<file path="src/rtl/bsr_meta_pkg.sv">
// Shared definitions for the BSR metadata server: FSM states, the col_idx table base
// and cache geometry helpers (bsr_scheduler uses the same COL_BASE).
package bsr_meta_pkg;

   typedef enum logic [2:0] {
      ST_IDLE,
      ST_LOOKUP,
      ST_MISS_REQ,
      ST_MISS_WAIT,
      ST_RESP
   } meta_state_t;

   localparam int COL_BASE_DEF = 128;

   function automatic int idx_w(input int cache_depth);
      return $clog2(cache_depth);
   endfunction

   function automatic int tag_w(input int meta_depth, input int cache_depth);
      return $clog2(meta_depth) - $clog2(cache_depth);
   endfunction

   function automatic logic [31:0] sat_inc(input logic [31:0] v);
      return (v == 32'hFFFF_FFFF) ? v : v + 32'd1;
   endfunction

endpackage

</file>
<file path="src/rtl/meta_tag_store.sv">
// Direct-mapped one-word-per-line cache storage: combinational read, synchronous fill,
// and a flush that drops every valid bit.
module meta_tag_store #(
   parameter int DEPTH  = 16,
   parameter int IDX_W  = 4,
   parameter int TAG_W  = 6,
   parameter int DATA_W = 32
) (
   input  logic              clk,
   input  logic              rst,
   input  logic              i_flush,
   input  logic [IDX_W-1:0]  i_idx,
   output logic              o_rd_valid,
   output logic [TAG_W-1:0]  o_rd_tag,
   output logic [DATA_W-1:0] o_rd_data,
   input  logic              i_wr_en,
   input  logic [TAG_W-1:0]  i_wr_tag,
   input  logic [DATA_W-1:0] i_wr_data
);

   logic [DEPTH-1:0]  r_valid;
   logic [TAG_W-1:0]  r_tag  [DEPTH];
   logic [DATA_W-1:0] r_data [DEPTH];

   assign o_rd_valid = r_valid[i_idx];
   assign o_rd_tag   = r_tag[i_idx];
   assign o_rd_data  = r_data[i_idx];

   always_ff @(posedge clk or posedge rst) begin
      if (rst) begin
         r_valid <= '0;
         for (int i = 0; i < DEPTH; i++) begin
            r_tag[i]  <= '0;
            r_data[i] <= '0;
         end
      end else begin
         // flush wins over a coincident fill so the line stays invalid
         if (i_flush)
            r_valid <= '0;
         else if (i_wr_en)
            r_valid[i_idx] <= 1'b1;
         if (i_wr_en) begin
            r_tag[i_idx]  <= i_wr_tag;
            r_data[i_idx] <= i_wr_data;
         end
      end
   end

endmodule

</file>
<file path="src/rtl/bsr_meta_decode.sv">
// Metadata server between the BSR metadata BRAM and bsr_scheduler: cached single-word
// reads, variable-latency miss fetch, sticky bounds errors and hit/miss statistics.
//
// state        | meaning
// ST_IDLE      | waiting for meta_ren, latches request address
// ST_LOOKUP    | range check and cache tag compare
// ST_MISS_REQ  | mem_req held until mem_gnt
// ST_MISS_WAIT | waiting for the mem_rvalid pulse, fills the line
// ST_RESP      | meta_rvalid held until meta_ready, col_idx bound check
module bsr_meta_decode
   import bsr_meta_pkg::*;
#(
   parameter int DATA_W      = 32,
   parameter int META_DEPTH  = 1024,
   parameter int COL_BASE    = COL_BASE_DEF,
   parameter int CACHE_DEPTH = 16,
   parameter int N_W         = 10
) (
   input  logic                          clk,
   input  logic                          rst,
   input  logic                          flush,
   input  logic [N_W-1:0]                NT,
   input  logic                          meta_ren,
   input  logic [31:0]                   meta_raddr,
   output logic [DATA_W-1:0]             meta_rdata,
   output logic                          meta_rvalid,
   input  logic                          meta_ready,
   output logic                          mem_req,
   output logic [$clog2(META_DEPTH)-1:0] mem_addr,
   input  logic                          mem_gnt,
   input  logic                          mem_rvalid,
   input  logic [DATA_W-1:0]             mem_rdata,
   output logic                          busy,
   output logic                          err_col,
   output logic                          err_addr,
   output logic [31:0]                   hit_cnt,
   output logic [31:0]                   miss_cnt
);

   localparam int AW    = $clog2(META_DEPTH);
   localparam int IDX_W = idx_w(CACHE_DEPTH);
   localparam int TAG_W = tag_w(META_DEPTH, CACHE_DEPTH);

   meta_state_t       r_state;
   logic [31:0]       r_req_addr;
   logic [DATA_W-1:0] r_rdata;
   logic              r_rvalid;
   logic              r_mem_req;
   logic              r_fill_kill;
   logic              r_err_col;
   logic              r_err_addr;
   logic [31:0]       r_hit_cnt;
   logic [31:0]       r_miss_cnt;

   logic [IDX_W-1:0]  w_idx;
   logic [TAG_W-1:0]  w_tag;
   logic              w_line_valid;
   logic [TAG_W-1:0]  w_line_tag;
   logic [DATA_W-1:0] w_line_data;
   logic              w_in_range;
   logic              w_hit;
   logic              w_fill;
   logic [DATA_W-1:0] w_nt_ext;

   assign w_idx      = r_req_addr[IDX_W-1:0];
   assign w_tag      = r_req_addr[AW-1:IDX_W];
   assign w_in_range = r_req_addr < 32'(META_DEPTH);
   assign w_hit      = w_line_valid && (w_line_tag == w_tag);
   assign w_nt_ext   = {{(DATA_W-N_W){1'b0}}, NT};
   // a flush anywhere in the miss window means the fetched word may belong to the old layer
   assign w_fill     = (r_state == ST_MISS_WAIT) && mem_rvalid && !r_fill_kill && !flush;

   meta_tag_store #(
      .DEPTH  (CACHE_DEPTH),
      .IDX_W  (IDX_W),
      .TAG_W  (TAG_W),
      .DATA_W (DATA_W)
   ) u_tag_store (
      .clk        (clk),
      .rst        (rst),
      .i_flush    (flush),
      .i_idx      (w_idx),
      .o_rd_valid (w_line_valid),
      .o_rd_tag   (w_line_tag),
      .o_rd_data  (w_line_data),
      .i_wr_en    (w_fill),
      .i_wr_tag   (w_tag),
      .i_wr_data  (mem_rdata)
   );

   always_ff @(posedge clk or posedge rst) begin
      if (rst) begin
         r_state     <= ST_IDLE;
         r_req_addr  <= '0;
         r_rdata     <= '0;
         r_rvalid    <= 1'b0;
         r_mem_req   <= 1'b0;
         r_fill_kill <= 1'b0;
         r_err_col   <= 1'b0;
         r_err_addr  <= 1'b0;
         r_hit_cnt   <= '0;
         r_miss_cnt  <= '0;
      end else begin
         case (r_state)
            ST_IDLE: begin
               if (meta_ren) begin
                  r_req_addr <= meta_raddr;
                  r_state    <= ST_LOOKUP;
               end
            end
            ST_LOOKUP: begin
               if (!w_in_range) begin
                  r_rdata    <= '0;
                  r_err_addr <= 1'b1;
                  r_rvalid   <= 1'b1;
                  r_state    <= ST_RESP;
               end else if (w_hit) begin
                  r_rdata   <= w_line_data;
                  r_hit_cnt <= sat_inc(r_hit_cnt);
                  r_rvalid  <= 1'b1;
                  r_state   <= ST_RESP;
               end else begin
                  r_miss_cnt  <= sat_inc(r_miss_cnt);
                  r_mem_req   <= 1'b1;
                  r_fill_kill <= 1'b0;
                  r_state     <= ST_MISS_REQ;
               end
            end
            ST_MISS_REQ: begin
               if (flush)
                  r_fill_kill <= 1'b1;
               if (mem_gnt) begin
                  r_mem_req <= 1'b0;
                  r_state   <= ST_MISS_WAIT;
               end
            end
            ST_MISS_WAIT: begin
               if (flush)
                  r_fill_kill <= 1'b1;
               if (mem_rvalid) begin
                  r_rdata  <= mem_rdata;
                  r_rvalid <= 1'b1;
                  r_state  <= ST_RESP;
               end
            end
            ST_RESP: begin
               if ((r_req_addr >= 32'(COL_BASE)) && (r_rdata >= w_nt_ext))
                  r_err_col <= 1'b1;
               if (meta_ready) begin
                  r_rvalid <= 1'b0;
                  r_state  <= ST_IDLE;
               end
            end
            default: r_state <= ST_IDLE;
         endcase
      end
   end

   assign meta_rdata  = r_rdata;
   assign meta_rvalid = r_rvalid;
   assign mem_req     = r_mem_req;
   assign mem_addr    = r_req_addr[AW-1:0];
   assign busy        = (r_state != ST_IDLE);
   assign err_col     = r_err_col;
   assign err_addr    = r_err_addr;
   assign hit_cnt     = r_hit_cnt;
   assign miss_cnt    = r_miss_cnt;

endmodule

</file>
<file path="config.mk">
export PLATFORM = sky130hd
export DESIGN_NAME = bsr_meta_decode
export DESIGN_NICKNAME = d
export VERILOG_FILES = /design/src/rtl/bsr_meta_pkg.sv /design/src/rtl/meta_tag_store.sv /design/src/rtl/bsr_meta_decode.sv
export SDC_FILE = /design/constraint.sdc
export NUM_CORES = 2
export LEC_CHECK = 0
export ABC_AREA = 1
export CAP_MARGIN = 20
export CELL_PAD_IN_SITES_DETAIL_PLACEMENT = 1
export CELL_PAD_IN_SITES_GLOBAL_PLACEMENT = 2
export CORE_ASPECT_RATIO = 0.7
export CORE_MARGIN = 8
export CORE_UTILIZATION = 38
export CTS_BUF_LIST = sky130_fd_sc_hd__clkbuf_8
export CTS_CLUSTER_SIZE = 20
export DETAILED_ROUTE_END_ITERATION = 10
export PLACE_DENSITY = 0.85
export SLEW_MARGIN = 40
export SYNTH_ARGS = -nofsm -noshare
export SYNTH_HDL_FRONTEND = slang
export SYNTH_SLANG_ARGS = --single-unit
</file>
<file path="constraint.sdc">
create_clock -name clk -period 33.8 [get_ports clk]
set_clock_uncertainty 0.15 [all_clocks]
set_input_delay 5.07 -clock clk [delete_from_list [all_inputs] [get_ports clk]]
set_output_delay 5.07 -clock clk [all_outputs]
set_load 0.01 [all_outputs]
</file>
==> results.py <==
metrics = {
    "sta": {
        "fin_crit_ps": 7810,
        "fin_ws_ps": 25990,
        "grt_setup_unrepaired": "false",
        "maxSlewHeadroom_pct": 41.8,
        "hold_violations": 0,
        "slew_viol_final": 0,
        "worst_slew_pin_slew_ps": 873,
        "post-route-period-util_pct": 23.1,
        "tns_ps": 0,
        "fmax_ghz": 0.128,
        "setup_viol": 0,
    },
    "worst_hold_path": {
        "min_path_type": "reg -> reg",
    },
    "synthesis": {
        "ys_warn_count": 0,
        "syn-cell-area_um2": 34300,
        "synth_area_per_cell_um2": 8.62,
        "synth_nets": 4071,
        "synth-seq-cells": 760,
        "postSynthCellCount": 3978,
        "yosysUniqueCellTypes": 37,
        "ys_seq_area_share_pct": 55.5,
    },
    "setup_path": {
        "cpMostUsedCell": "buf_6",
        "cp_slowest_cell": "buf_6",
        "cp.arrival_ps": 8530,
        "critPathCaptureType": "asynchronous set/reset pin",
        "required_ps": 34520,
        "cpPeakStageDelay_ps": 620,
        "path_cells": "clkdlybuf4s50_1, inv_8, buf_12, buf_6, buf_6, buf_6",
        "critPathKind": "in -> async",
        "start_kind": "input port",
        "crit_path_max_fanout": 91,
    },
    "place": {
        "dp_hpwl_um": 67100,
        "dp_slack_ps": 25030,
        "gp_congestion": 0.843,
        "port_buffers": 191,
        "place_inst": 5068,
        "place_area_um2": 37000,
    },
    "global_route": {
        "grt_pass1_wl_um": 184000,
        "antenna_found_initial": 3,
        "grt_start_max_net_pins": 92,
        "gr-total-overflow": 0,
        "grt_pass1_vias": 29800,
        "grtUsageTotal_pct": 23.0,
    },
    "power_and_ir_drop": {
        "power_density_nw_per_um2": 63.0,
        "comb_power_share_pct": 29.7,
        "seq_power_share_pct": 38.7,
        "pwr-share-clk_pct": 31.6,
        "power_switching_uw": 934,
        "ir_worst_vdd_mv": 0.0574,
        "power_leakage_uw": 0.0178,
        "intPower_uw": 1550,
        "swShare_pct": 37.6,
    },
    "die": {
        "placementRows": 92,
        "start_util_pct": 38.2,
        "die_h_um": 267,
        "coreArea_um2": 89700,
        "ioPinCount": 192,
        "die_w_um": 375,
        "dieArea_um2": 100000,
    },
    "cells_and_area": {
        "fin_nets": 4107,
        "layout-drive-gt1-share_pct": 7.18,
        "seq_area_um2": 19000,
        "syn2layout_area_growth_pct": 15.1,
        "stdcell_count": 5287,
        "fin_area_um2": 39400,
        "utilization_pct": 44.0,
        "multi_input_area_um2": 13700,
        "fillerInstances": 10400,
    },
    "clock_tree": {
        "root_buffer": "clkbuf_8",
        "tritoncts": "done",
        "postCtsSetupBuffers": 0,
        "cts_made_buffers": 118,
        "cts_max_level": 3,
        "clkTransAtPathRegs_ps": 70,
        "cts.path.max_buffers": 3,
        "cts.hold.buffers_added": 0,
        "post_cts_resize_count": 0,
        "insertion_delay_ps": 800,
        "clock_sinks": 760,
    },
    "routing": {
        "vias": 29200,
        "finalWirelength_um": 117000,
        "dr.pass1.iters": 5,
        "drc": 0,
        "vias_per_cell": 5.53,
        "ant_nets": 0,
        "wl_per_cell_um": 22.1,
        "first_iter_violations": 2541,
    },
    "run": {
        "cap_violations": 0,
    },
    "run_status": {
        "status": "completed",
    },
}
==> flip-flops by register name, summed over array words and instances (netlist names), 3 cells and up <==
signal               count
u_tag_store.r_data     512
meta_rdata              32
u_tag_store.r_valid     16
r_req_addr              32
r_state                  3
hit_cnt                 32
u_tag_store.r_tag       96
miss_cnt                32
==> worst paths after layout <==
kind	startpoint	end	slack [ps]	cells past startpoint
max	rst	u_tag_store.r_data[111]$_DFFE_PP0P_	25990	6
min	err_col$_DFFE_PP0P_	err_col$_DFFE_PP0P_	330	1
max reg2reg	r_req_addr[0]$_DFFE_PP0P_	meta_rdata[14]$_DFFE_PP0P_	28590	18
min reg2reg	err_col$_DFFE_PP0P_	err_col$_DFFE_PP0P_	330	1
max in group clk	flush	u_tag_store.r_data[82]$_DFFE_PP0P_	26460	8
min in group asynchronous	rst	u_tag_store.r_tag[51]$_DFFE_PP0P_	4630	2
==> critical path: cells and delay by family <==
| family | cells | cell delay, ps |
|---|---|---|
| buffers and inverters | 6 | 3240 |
==> layer usage <==
| layer | global-route usage [%] | wire length, µm | vias to the layer above |
|---|---|---|---|
| li1 | - | - | 13600 |
| met1 | 33.5 | 56900 | 14900 |
| met2 | 35.7 | 52100 | 610 |
| met3 | 3.17 | 4850 | 183 |
| met4 | 7.15 | 2980 | 0 |
| met5 | 0 | 0 | - |
==> metrics by stage <==
step           hold slack, ps  total power, µW
6_report                  329             2490
5_1_grt                   350             2610
4_1_cts                   331             2500
3_5_place_dp              311             1710
3_3_place_gp              308             1700
2_1_floorplan             303             1450
==> power by group through the flow <==
| stage | Sequential [µW] | Clock [µW] | Combinational, µW |
|---|---|---|---|
| 2_1_floorplan | 969 | 0 | 480 |
| 3_3_place_gp | 978 | 0 | 719 |
| 3_5_place_dp | 979 | 0 | 730 |
| 4_1_cts | 963 | 808 | 732 |
| 5_1_grt | 966 | 843 | 797 |
| 6_report | 963 | 786 | 737 |
==> synth_stat cells <==
cell type,n,share of area [%]
a21oi_1,21,0.31
nand4_1,53,0.97
a31o_2,1,0.026
buf_4,16,0.35
clkinv_2,1,0.015
a41oi_1,1,0.026
nor4_2,1,0.036
nor4_1,17,0.31
o31ai_1,128,2.8
or2_2,2,0.036
nand4_2,1,0.036
nand3_1,65,0.95
inv_2,4,0.044
nor2_2,5,0.091
ha_1,12,0.44
o211ai_1,1,0.022
o21ai_1,24,0.35
buf_2,67,0.98
xnor2_1,18,0.46
o22ai_1,160,2.9
o21ai_0,635,9.3
dfrtp_1,760,55
nand2_1,1165,13
nor3b_1,3,0.066
nor2_1,94,1.0
nand3_2,1,0.029
inv_1,118,1.3
clkbuf_1,230,2.5
nor4b_1,1,0.026
or4_1,1,0.022
xor2_1,44,1.1
buf_6,2,0.066
buf_1,10,0.11
nor3_1,291,4.2
a22o_1,1,0.026
nand2_2,2,0.036
mux2_2,22,0.72
==> kinds of logic after synthesis <==
family,after synthesis,synth area share (%)
compound gates,972,15.8
xor+xnor,62,1.58
fa+ha+maj,12,0.438
buf+inv,448,5.37
flops,760,55.5
mux,22,0.723
simple gates,1702,20.6
==> cells in the final DEF, fill, tap and decap left out, types with 3 or more instances in the layout <==
cell	Yosys	routed
nand2_1	1165	1164
dfrtp_1	760	758
o21ai_0	635	635
nor3_1	291	291
clkdlybuf4s50_1	0	191
o22ai_1	160	160
inv_1	118	151
clkbuf_8	0	147
o31ai_1	128	128
nor2_1	94	90
nand4_1	53	53
nand3_1	65	48
xor2_1	44	44
buf_4	16	27
o21ai_1	24	24
clkinv_2	1	24
mux2_2	22	22
a21oi_1	21	21
buf_6	2	19
xnor2_1	18	18
nor4_1	17	17
nand3_4	0	16
ha_1	12	12
nor2_2	5	5
inv_2	4	5
inv_6	0	5
nor2_4	0	4
diode_2	0	3
nor3b_1	3	3
buf_12	0	3
==> cell type report <==
type | count | area share (%)
clock buffer | 147 | 5.13
antenna | 3 | 0.0190
clock inverter | 68 | 0.866
multi-input combinational | 2770 | 34.7
sequential | 760 | 48.2
tap | 1175 | 3.73
inverter | 123 | 1.21
timing repair buffer | 241 | 6.13
Power figures use the tool's default switching activity.
